==> src/rtl/piso_pkg.sv <==
// piso_pkg: definitions shared by both ends of the 4-bit right-shift serial link.
//   - state_t   : transmitter FSM encoding (IDLE / SHIFT / PARITY)
//   - PISO_WIDTH: default frame width. The right-shift receiver uses the same
//                 value, so both ends agree on the frame size.
package piso_pkg;

    localparam int PISO_WIDTH = 4;

    typedef enum logic [1:0] {
        ST_IDLE   = 2'd0,
        ST_SHIFT  = 2'd1,
        ST_PARITY = 2'd2
    } state_t;

endpackage

==> src/rtl/piso_shift_tx.sv <==
// piso_shift_tx: parallel-in, serial-out transmitter, LSB first.
// A word is accepted on load_valid && load_ready while the FSM is in IDLE.
// The word is then sent one bit per clock. done pulses for one cycle in the
// first IDLE cycle after the frame ends.
//
// Ports:
//   clk        - system clock, rising edge
//   rst        - asynchronous active-high reset
//   load_valid - a parallel word is offered on load_data
//   load_data  - word to send; captured only when the load is accepted
//   load_ready - high only in IDLE
//   ser_out    - serial bit; 0 whenever ser_valid is 0
//   ser_valid  - ser_out carries a frame bit this cycle
//   done       - one-cycle pulse after the last frame bit
//
// Optional feature (macro PISO_PARITY_EN): an even-parity bit is appended
// after the data bits, so each frame carries WIDTH+1 bits.
module piso_shift_tx
    import piso_pkg::*;
#(
    parameter int WIDTH = PISO_WIDTH
) (
    input  logic             clk,
    input  logic             rst,
    input  logic             load_valid,
    input  logic [WIDTH-1:0] load_data,
    output logic             load_ready,
    output logic             ser_out,
    output logic             ser_valid,
    output logic             done
);

    localparam int CW = $clog2(WIDTH + 1);

    state_t           state, state_nxt;
    logic [WIDTH-1:0] shreg;
    logic [CW-1:0]    cnt;
    logic             done_nxt;
    logic             accept;
    logic             last_bit;
`ifdef PISO_PARITY_EN
    logic             parity_bit;
`endif

    assign accept   = load_valid && (state == ST_IDLE);
    assign last_bit = (cnt == CW'(WIDTH - 1));

    // State register and datapath registers
    always_ff @(posedge clk or posedge rst) begin
        if (rst) begin
            state <= ST_IDLE;
            shreg <= '0;
            cnt   <= '0;
            done  <= 1'b0;
`ifdef PISO_PARITY_EN
            parity_bit <= 1'b0;
`endif
        end else begin
            state <= state_nxt;
            done  <= done_nxt;
            case (state)
                ST_IDLE: begin
                    if (accept) begin
                        shreg <= load_data;
                        cnt   <= '0;
`ifdef PISO_PARITY_EN
                        parity_bit <= ^load_data;
`endif
                    end
                end
                ST_SHIFT: begin
                    shreg <= {1'b0, shreg[WIDTH-1:1]};
                    cnt   <= cnt + CW'(1);
                end
                default: ;
            endcase
        end
    end

    // Next-state logic. done is registered, so it is raised on the edge
    // that moves the FSM back into IDLE.
    always_comb begin
        state_nxt = state;
        done_nxt  = 1'b0;
        case (state)
            ST_IDLE: begin
                if (accept) state_nxt = ST_SHIFT;
            end
            ST_SHIFT: begin
                if (last_bit) begin
`ifdef PISO_PARITY_EN
                    state_nxt = ST_PARITY;
`else
                    state_nxt = ST_IDLE;
                    done_nxt  = 1'b1;
`endif
                end
            end
            ST_PARITY: begin
                // Reachable only when the parity feature is built in.
                // In the default build this branch only recovers to IDLE.
                state_nxt = ST_IDLE;
`ifdef PISO_PARITY_EN
                done_nxt  = 1'b1;
`endif
            end
            default: state_nxt = ST_IDLE;
        endcase
    end

    // Outputs are decoded from registers only, so no input reaches an
    // output through combinational logic.
    always_comb begin
        load_ready = 1'b0;
        ser_valid  = 1'b0;
        ser_out    = 1'b0;
        case (state)
            ST_IDLE:  load_ready = 1'b1;
            ST_SHIFT: begin
                ser_valid = 1'b1;
                ser_out   = shreg[0];
            end
`ifdef PISO_PARITY_EN
            ST_PARITY: begin
                ser_valid = 1'b1;
                ser_out   = parity_bit;
            end
`endif
            default: ;
        endcase
    end

endmodule

==> config.mk <==
export PLATFORM = sky130hd
export DESIGN_NAME = piso_shift_tx
export DESIGN_NICKNAME = d
export VERILOG_FILES = /design/src/rtl/piso_pkg.sv /design/src/rtl/piso_shift_tx.sv
export SDC_FILE = /design/constraint.sdc
export NUM_CORES = 1
export LEC_CHECK = 0
export ABC_AREA = 1
export CAP_MARGIN = 5
export CORE_MARGIN = 1.5
export CORE_UTILIZATION = 25
export CTS_CLUSTER_DIAMETER = 200
export DETAILED_ROUTE_END_ITERATION = 7
export HOLD_SLACK_MARGIN = 0.08
export PLACE_DENSITY_LB_ADDON = 0.2
export SYNTH_ARGS = -nofsm -noshare
export SYNTH_HDL_FRONTEND = slang
export SYNTH_SLANG_ARGS = --single-unit
==> constraint.sdc <==
create_clock -name clk -period 1.3 [get_ports clk]
set_input_delay 0.13 -clock clk [delete_from_list [all_inputs] [get_ports clk]]
set_output_delay 0.13 -clock clk [all_outputs]
set_load 0.03 [all_outputs]
==> key figures, run 1 <==
Run status
  • Status: completed

Synth
  • Post-Syn Nets: 52
  • Synth top area share: between 50% and 60%
  • Mapped cell area: around 400 µm²
  • Most frequent cell after synthesis: nand2_1
  • Synth area leaders: dfrtp_1 57%, nand2_1 14%, nand3_1 8.8%
  • Synth warnings: 0
  • Register area share after synthesis: between 50% and 60%
  • Compound-Gate Fraction of Synth Area: between 2 and 3%
  • Ys flop type: dfrtp_1
  • Mux contribution to synthesized area: 0%
  • Adder-cell share of the synthesized area: approximately 6.3%
  • Post-synthesis simple-gate area fraction: a little over a quarter
  • Yosys reg bits: 9
  • Distinct cell type count of the synthesized netlist: 10
  • Cell count after synthesis: 43
  • Post-synth top cells: 15 x nand2_1, 9 x dfrtp_1, 7 x nand3_1
  • EDFF count, synth: 0
  • Syn Area/Cell: slightly above 9 µm²
  • Largest family of logic cells by synthesized area: simple AND/OR/NAND/NOR gates
  • Xor and xnor area share after synthesis: 0%
  • FFs w/ async S/R, synth: between 90% and 100%
  • Synth area leader: dfrtp_1

Layout
  • Fin util: between 30% and 40%
  • Fin cells: just over 70
  • Fillers: between 150 and 200
  • Share of layout cells above drive strength 1: between 15 and 20%
  • Synthesis-to-layout area growth: 32.2%
  • ANT cells: 0
  • Layout net count: 66
  • Design area: about 520 µm²

CTS
  • Skew-Pair Late Insertion Delay: around 0.26 ns
  • Sink Count: 9
  • CTS clk-pin slew, worst paths: roughly 0.060 ns
  • CTS Hold Bufs: 0
  • CTS tree: yes
  • Cts bufs inserted: 3
  • Root buffer cell: clkbuf_4
  • Post CTS Setup Buffer Count: 0
  • Max Root-Sink Buffers: 2
  • Post-CTS sizing: 1
  • H-tree depth: 1

Die
  • Row count: 14
  • Die area: between 0.0015 and 0.002 mm²
  • Initial Utilization: 26.6%
  • Area of the core: approximately 0.0015 mm²
  • Width of the die: about 43 µm
  • Die Y: approximately 43 µm
  • # IOs: 11

Placement
  • Routability cong.: roughly 0.70
  • DP Area: 498 µm²
  • DP HPWL: 505 µm
  • I/O Buffers: 10
  • Dpl cells: between 60 and 70

GRT
  • Remaining Overflow, GRT: 0
  • Initial antenna violation count: 0
  • Global-route wire length before repair: roughly 1.2 mm
  • Vias in the first global route: roughly 260
  • Largest net degree at the start of global routing: 10
  • Total track usage: about a tenth

STA
  • Tmin final: about 1.2 ns
  • RSZ-0062 raised after global routing: no
  • Setup Skew: approximately 0.0073 ns
  • Least-Margin Pin Slew: about 0.34 ns
  • Final period util: 91.0%
  • Setup TNS: 0 ns
  • Endpoints failing setup: 0
  • Slew headroom: between 70% and 80%
  • Hold Fails Final Rpt: 0
  • Fmax achieved: roughly 0.85 GHz
  • Slew Viols, Final: 0

Critical path
  • CP Max Fanout: 9
  • CP required: 1.17 ns
  • Reg-to-reg slack, setup: about 0.2 ns
  • Setup Crit Path Kind: reg -> out
  • Critical path capture point type: output pin
  • Crit path DAT: about 1.1 ns
  • Setup crit start kind: flip-flop

Routing
  • DR WL/cell: just over 9 µm
  • WL final: ~670 µm
  • Iteration-0 DRC Markers: 2
  • Vias: 300
  • DRC: 0
  • Number of vias per cell: 4.17
  • ANT nets after route: 0
  • Pre-Repair DR Iteration Count: 2

Power
  • Cell area power density: roughly 2200 mW/mm²
  • Pleak: between 0.0002 and 0.0003 µW
  • Worst vdd ir: roughly 0.72 mV

Worst hold path
  • Hold Crit Class: in -> async

Job
  • Max-Cap Viols: 0
## layout by cell type (no fill, tap or decap)
| cell type | n |
|---|---|
| nand3_1 | 7 |
| o21ai_0 | 2 |
| dfrtp_2 | 1 |
| dlygate4sd2_1 | 1 |
| inv_2 | 1 |
| clkbuf_4 | 3 |
| clkdlybuf4s50_1 | 6 |
| ha_1 | 2 |
| nand2_1 | 15 |
| inv_1 | 4 |
| buf_4 | 3 |
| nor2_4 | 1 |
| nor2_1 | 1 |
| clkbuf_1 | 1 |
| dfrtp_1 | 8 |
## flip-flops by register name, indices dropped and copies added, names as in the netlist
signal and count:
cnt 3, state 1, shreg 4, done 1
## worst max-delay path, stage by stage, from the launching register on
cell and delay, ns:
dfrtp_2 0.49, inv_2 0.14, buf_4 0.17
## report_power, final
part / switching, µW / internal, µW / leakage (µW)
Combinational: 271 / 175 / 0.000145
Sequential: 93.3 / 397 / 0.000113
Clock: 89.9 / 118 / 0.0000150
Total: 454 / 690 / 0.000274
## per-stage QoR
stage	hold WS [ns]	setup slack [ns]	power, µW
floorplan	-0.0421	0.235	817
global placement	0.418	0.217	952
detailed placement	0.411	0.186	955
CTS	0.129	0.0134	1160
global route	0.145	0.0523	1260
finish	0.125	0.117	1140
## cell type report
cell class | instances | area (µm²) | share of cell area, %
clock buffers | 4 | 26.3 | 5.01
inverters | 5 | 18.8 | 3.58
multi-input cells | 28 | 141 | 27.0
flip-flops and latches | 9 | 226 | 43.2
well taps | 16 | 20.0 | 3.82
repair buffers | 10 | 91.3 | 17.4
## routing by layer
metal  part of all wire [%]  vias to the layer above  track usage [%]
li1                       -                      160                -
met3                    8.6                        2             6.38
met4                    1.6                        0             5.63
met2                     42                        9             13.0
met1                     48                      129             10.4
met5                      0                        -                0
## cells by family after synthesis
kind of cell / Yosys count
compound gates: 2
fa+ha+maj: 2
buf+inv: 6
flops: 9
simple gates: 24
## path summary, 6_finish.rpt
check	start	endpoint	cells after the start
setup / recovery	state[0]	load_ready	2
max in group asynchronous	rst	state[0]	2
setup reg to reg	cnt[0]	cnt[2]	3
min in group clk	load_data[3]	shreg[3]	3
hold reg to reg	shreg[3]	shreg[3]	2
hold / removal	rst	shreg[0]	2
Note: power is estimated with default switching activity, not from simulation.
==> run 2, diff against run 1 <==
--- a/config.mk
+++ b/config.mk
@@ -6,7 +6,7 @@
 export NUM_CORES = 1
 export LEC_CHECK = 0
 export ABC_AREA = 1
-export CAP_MARGIN = 5
+export CAP_MARGIN = 20
 export CORE_MARGIN = 1.5
 export CORE_UTILIZATION = 25
 export CTS_CLUSTER_DIAMETER = 200
==> results of run 2 <==
The final DEF is identical to that of run 1; final timing and power are the same.
